## config.mk

```make
export PLATFORM = sky130hd
export DESIGN_NAME = cuckoo_lookup
export DESIGN_NICKNAME = d
export VERILOG_FILES = /design/src/rtl/cuckoo_pkg.sv /design/src/rtl/cuckoo_probe_cmp.sv /design/src/rtl/cuckoo_lookup.sv
export SDC_FILE = /design/constraint.sdc
export NUM_CORES = 1
export LEC_CHECK = 0
export ABC_AREA = 1
export CAP_MARGIN = 20
export CORE_MARGIN = 5
export CORE_UTILIZATION = 60
export DETAILED_ROUTE_END_ITERATION = 8
export PLACE_DENSITY = 0.79
export SLEW_MARGIN = 20
export SYNTH_ARGS = -nofsm -noshare
export SYNTH_HDL_FRONTEND = slang
export SYNTH_HIERARCHICAL = 1
export SYNTH_SLANG_ARGS = --single-unit
```

## constraint.sdc

```tcl
create_clock -name clk -period 9 [get_ports clk]
set_input_delay 1.8 -clock clk [delete_from_list [all_inputs] [get_ports clk]]
set_output_delay 1.8 -clock clk [all_outputs]
set_load 0.05 [all_outputs]
```

## src/rtl/cuckoo_pkg.sv

```systemverilog
// cuckoo_pkg: shared hash functions, defaults and lookup FSM states for the cuckoo store.
package cuckoo_pkg;
    localparam int KEY_W_DEF = 32;
    localparam int IDX_W_DEF = 5;
    localparam logic [31:0] H2_MUL = 32'h9E3779B1;
    typedef enum logic [2:0] {IDLE, RD1, CHK1, RD2, CHK2, RESP} state_t;
    function automatic logic [IDX_W_DEF-1:0] h1(input logic [KEY_W_DEF-1:0] k);
        return k[4:0] ^ k[9:5] ^ k[14:10] ^ k[19:15] ^ k[24:20] ^ k[29:25];
    endfunction
    // Multiplicative hash: top bits of the truncated product.
    function automatic logic [IDX_W_DEF-1:0] h2(input logic [KEY_W_DEF-1:0] k);
        logic [31:0] p;
        p = k * H2_MUL;
        return p[31:27];
    endfunction
endpackage

```

## src/rtl/cuckoo_probe_cmp.sv

```systemverilog
// cuckoo_probe_cmp: a probed slot matches only when occupied and its entry equals the key.
module cuckoo_probe_cmp #(
    parameter int KEY_W = 32
) (
    input  logic             filled,
    input  logic [KEY_W-1:0] rdata,
    input  logic [KEY_W-1:0] key,
    output logic             match
);
    assign match = filled && (rdata == key);
endmodule

```

## src/rtl/cuckoo_lookup.sv

```systemverilog
// cuckoo_lookup: two-probe key lookup over the cuckoo tables, all outputs registered.
// Define CUCKOO_LOOKUP_STATS_EN to add saturating hit/miss counters.
module cuckoo_lookup
    import cuckoo_pkg::*;
#(
    parameter int KEY_W = KEY_W_DEF,
    parameter int IDX_W = IDX_W_DEF
) (
    input  logic             clk,
    input  logic             rst_n,
    input  logic             req_valid,
    output logic             req_ready,
    input  logic [KEY_W-1:0] req_key,
    output logic             t1_rd_en,
    output logic [IDX_W-1:0] t1_raddr,
    input  logic [KEY_W-1:0] t1_rdata,
    input  logic             t1_rfilled,
    output logic             t2_rd_en,
    output logic [IDX_W-1:0] t2_raddr,
    input  logic [KEY_W-1:0] t2_rdata,
    input  logic             t2_rfilled,
    output logic             rsp_valid,
    input  logic             rsp_ready,
    output logic             rsp_hit,
    output logic             rsp_tbl,
`ifdef CUCKOO_LOOKUP_STATS_EN
    output logic [15:0]      stat_hits,
    output logic [15:0]      stat_misses,
`endif
    output logic [IDX_W-1:0] rsp_idx
);
    state_t           state, state_n;
    logic [KEY_W-1:0] key_q, key_n;
    logic             hit_n, tbl_n, m1, m2;
    logic [IDX_W-1:0] idx_n;

    cuckoo_probe_cmp #(.KEY_W(KEY_W)) u_cmp1 (.filled(t1_rfilled), .rdata(t1_rdata), .key(key_q), .match(m1));
    cuckoo_probe_cmp #(.KEY_W(KEY_W)) u_cmp2 (.filled(t2_rfilled), .rdata(t2_rdata), .key(key_q), .match(m2));

    always_comb begin
        state_n = state;
        key_n   = key_q;
        hit_n   = rsp_hit;
        tbl_n   = rsp_tbl;
        idx_n   = rsp_idx;
        case (state)
            IDLE: if (req_valid) begin
                key_n   = req_key;
                state_n = RD1;
            end
            RD1:  state_n = CHK1;
            CHK1: if (m1) begin
                hit_n   = 1'b1;
                tbl_n   = 1'b0;
                idx_n   = h1(key_q);
                state_n = RESP;
            end else begin
                state_n = RD2;
            end
            RD2:  state_n = CHK2;
            CHK2: begin
                hit_n   = m2;
                tbl_n   = m2;
                idx_n   = m2 ? h2(key_q) : '0;
                state_n = RESP;
            end
            RESP: if (rsp_ready) begin
                hit_n   = 1'b0;
                tbl_n   = 1'b0;
                idx_n   = '0;
                state_n = IDLE;
            end
            default: state_n = IDLE;
        endcase
    end

    // Outputs are registered from the next state so strobes line up with the state they belong to.
    always_ff @(posedge clk or negedge rst_n) begin
        if (!rst_n) begin
            state     <= IDLE;
            key_q     <= '0;
            req_ready <= 1'b1;
            t1_rd_en  <= 1'b0;
            t1_raddr  <= '0;
            t2_rd_en  <= 1'b0;
            t2_raddr  <= '0;
            rsp_valid <= 1'b0;
            rsp_hit   <= 1'b0;
            rsp_tbl   <= 1'b0;
            rsp_idx   <= '0;
        end else begin
            state     <= state_n;
            key_q     <= key_n;
            req_ready <= state_n == IDLE;
            t1_rd_en  <= state_n == RD1;
            t1_raddr  <= state_n == RD1 ? h1(key_n) : '0;
            t2_rd_en  <= state_n == RD2;
            t2_raddr  <= state_n == RD2 ? h2(key_n) : '0;
            rsp_valid <= state_n == RESP;
            rsp_hit   <= hit_n;
            rsp_tbl   <= tbl_n;
            rsp_idx   <= idx_n;
        end
    end

`ifdef CUCKOO_LOOKUP_STATS_EN
    always_ff @(posedge clk or negedge rst_n) begin
        if (!rst_n) begin
            stat_hits   <= '0;
            stat_misses <= '0;
        end else if (rsp_valid && rsp_ready) begin
            if (rsp_hit && stat_hits != 16'hFFFF) stat_hits <= stat_hits + 16'd1;
            if (!rsp_hit && stat_misses != 16'hFFFF) stat_misses <= stat_misses + 16'd1;
        end
    end
`endif
endmodule

```

==> flow_metrics.env <==
export IMPL_clkLatencyLatePin_ns=0.32
export IMPL_area_growth_syn_to_layout_pct=11.99
export IMPL_min_period_ns=8.568
export IMPL_htreeDepth=2
export IMPL_nFillCells=2951
export IMPL_io_buffer_count=122
export IMPL_worstSetupEndpointType="flip-flop"
export IMPL_synth_cells=2497
export IMPL_post_drt_wl_per_cell_um=21.98
export IMPL_vias=16880
export IMPL_place_congestion=1.002
export IMPL_slowest_stage="fa_1"
export IMPL_fin_setup_tns_ns=0
export IMPL_cp_top_family="adder cells"
export IMPL_grt_max_degree=57
export IMPL_ys_warn_count=6
export IMPL_synth_compound_area_share=0.03925
export IMPL_worstMarginPinSlew_ns=1.107
export IMPL_ys_ff_latch=56
export IMPL_drtIter0Drc=1115
export IMPL_maxCapViolCount=0
export IMPL_startpoint_type="input pin"
export IMPL_ys_flop_type="dfrtp_1"
export IMPL_syn_cell_area_mm2=0.02139
export IMPL_die_w_um=198.8
export IMPL_route_detailed_drc=0
export IMPL_grtUsageTotal=0.3684
export IMPL_async_reset_ff_frac=1.000
export IMPL_placed_cells=3157
export IMPL_cts_buffer_depth=2
export IMPL_hp_class="reg2reg"
export IMPL_ant_nets=0
export IMPL_synth_simple_gate_area_share=0.1144
export IMPL_post_dp_hpwl_um=61700
export IMPL_clock_sinks=56
export IMPL_stdcell_count=3165
export IMPL_grt_ovfl_total=0
export IMPL_clkTransAtPathRegs_ns=0.09
export IMPL_antenna_cells=0
export IMPL_finalHoldViolCount=0
export IMPL_avgSynthCellArea_um2=8.566
export IMPL_synth_mux_area_fraction=0
export IMPL_crit_fanout=10
export IMPL_rsz0062_at_grt="no"
export IMPL_max_freq_mhz=116.7
export IMPL_via_per_inst=5.334
export IMPL_antenna_found_initial=0
export IMPL_drive_above_1_share=0.04882
export IMPL_cts_tree="built"
export IMPL_grt_pass1_vias=18790
export IMPL_maxSlewViolCount=0
export IMPL_num_rows=69
export IMPL_synth_xor_area_share=0.04668
export IMPL_design_die_area_mm2=0.03953
export IMPL_cts_root_buf="clkbuf_16"
export IMPL_synth_top_family_by_area="adder cells"
export IMPL_clock_skew_ns=0.01091
export IMPL_fp_dieH_um=198.8
export IMPL_cts_inserted_buffers=5
export IMPL_cp_required_ns=9.22
export IMPL_period_share=0.9519
export IMPL_crit_arrival_ns=8.79
export IMPL_critPathBufInv=10
export IMPL_setup_viol=0
export IMPL_dr_pass1_iters=6
export IMPL_grt_pass1_wl_um=108200
export IMPL_initial_core_util=0.6043
export IMPL_yosys_area_share_adder=0.5848
export IMPL_synth_edff_count=0
export IMPL_synth_nets=3360
export IMPL_max_slew_margin=0.2621
export IMPL_io_pins=123
export IMPL_critPathMaxStageDelay_ns=0.57
export IMPL_ys_seq_area_frac=0.06557
export IMPL_core_area_mm2=0.03540
export IMPL_crit_type="in2reg"
export IMPL_status="finished clean"
export IMPL_final_nets=3566
export IMPL_ys_types=39
export IMPL_drt_wl_total_um=69560
export IMPL_holdBufCountCts=0
-- tightest hold or removal path, cell delays in order, from the launching register on --
cell and delay (ns):
dfrtp_1 0.35, nand2_1 0.06, nand2_1 0.05
-- cell type report --
class	count	area, µm²	area share
clock inverters	3	26.28	0.001097
flip-flops and latches	56	1403	0.05856
clock buffers	5	125.1	0.005224
multi-input cells	1599	16810	0.7019
inverters	834	3131	0.1307
repair buffers	207	1879	0.07846
well taps	461	576.8	0.02408
-- cell usage in the layout (no fill, tap or decap), drive strengths merged, types with 2 or more instances in the layout --
cell type,count
inv,835
fa,398
nand2,376
ha,363
clkdlybuf4s50,121
nor2,87
buf,86
xnor2,70
nand3,65
o21ai,62
dfrtp,55
a21oi,51
xor2,44
nor3,24
nand3b,11
o211ai,8
nand4,6
o21a,5
nor4,5
clkbuf,5
or2,4
a21o,4
a21boi,3
a211oi,3
a31oi,3
o21bai,2
o31ai,2
clkinvlp,2
-- through the flow --
stage	setup WS [ns]	area, µm²	utilization	hold slack [ns]
4_1_cts	0.3521	23940	0.6762	0.4799
6_report	0.4325	23950	0.6767	0.4772
3_3_place_gp	0.1056	23780	0.6719	0.4579
3_5_place_dp	0.06863	23780	0.6719	0.4594
5_1_grt	0.002120	23950	0.6767	0.4937
2_1_floorplan	0.3707	21390	-	0.5550
-- routing by layer --
metal | track usage | vias to the layer above | share of wire
li1 | - | 7753 | -
met1 | 0.4776 | 8220 | 0.40
met2 | 0.5958 | 720 | 0.45
met3 | 0.08554 | 188 | 0.095
met4 | 0.1613 | 0 | 0.056
met5 | 0 | - | 0
-- cell usage after synthesis (all sizes together), types with 6 or more instances --
library cell / n / area [µm²]
a21oi: 51 / 255.2
buf: 8 / 61.31
dfrtp: 55 / 1376
fa: 398 / 7968
ha: 363 / 4542
inv: 834 / 3131
nand2: 376 / 1471
nand3: 65 / 325.3
nand3b: 11 / 82.58
nand4: 6 / 37.54
nor2: 87 / 341.6
nor3: 24 / 125.1
o211ai: 8 / 60.06
o21ai: 62 / 344.1
xnor2: 70 / 613.1
xor2: 44 / 385.4
-- cell families after synthesis --
logic type / count (synthesis)
buffers and inverters: 842
adders and majority gates: 761
and+or+nand+nor: 579
AOI/OAI and AO/OA: 145
xor gates and xnor gates: 114
DFF: 56
-- what timing repair did --
| action | in CTS | in global routing |
|---|---|---|
| setup endpoints to repair | 0 | 2 |
| hold endpoints to repair | 0 | 0 |
| buffers inserted | 0 | 0 |
| gates resized for setup | 0 | 7 |
-- sequential cells by signal (all words and copies together), names as in the netlist --
name	cells
rsp_valid	1
rsp_hit	1
t2_raddr	5
rsp_idx	5
t1_rd_en	1
key_q	32
req_ready	1
rsp_tbl	1
t1_raddr	5
t2_rd_en	1
state	3
-- final timing paths --
kind                                start           to  slack [ns]  depth (start not counted)
max in group asynchronous           rst_n   rsp_idx[4]        6.74                          2
worst max-delay path            req_valid  t2_raddr[4]        0.43                         29
worst max register to register   key_q[6]  t2_raddr[3]        1.29                         31
min in group asynchronous           rst_n  t2_raddr[2]        1.61                          2
worst min-delay path              rsp_hit      rsp_hit        0.48                          2
worst min register to register    rsp_hit      rsp_hit        0.48                          2
Power is left out: the tool's default activity adds up to more than one toggle a clock period on the data nets, which glitch-free logic cannot reach.
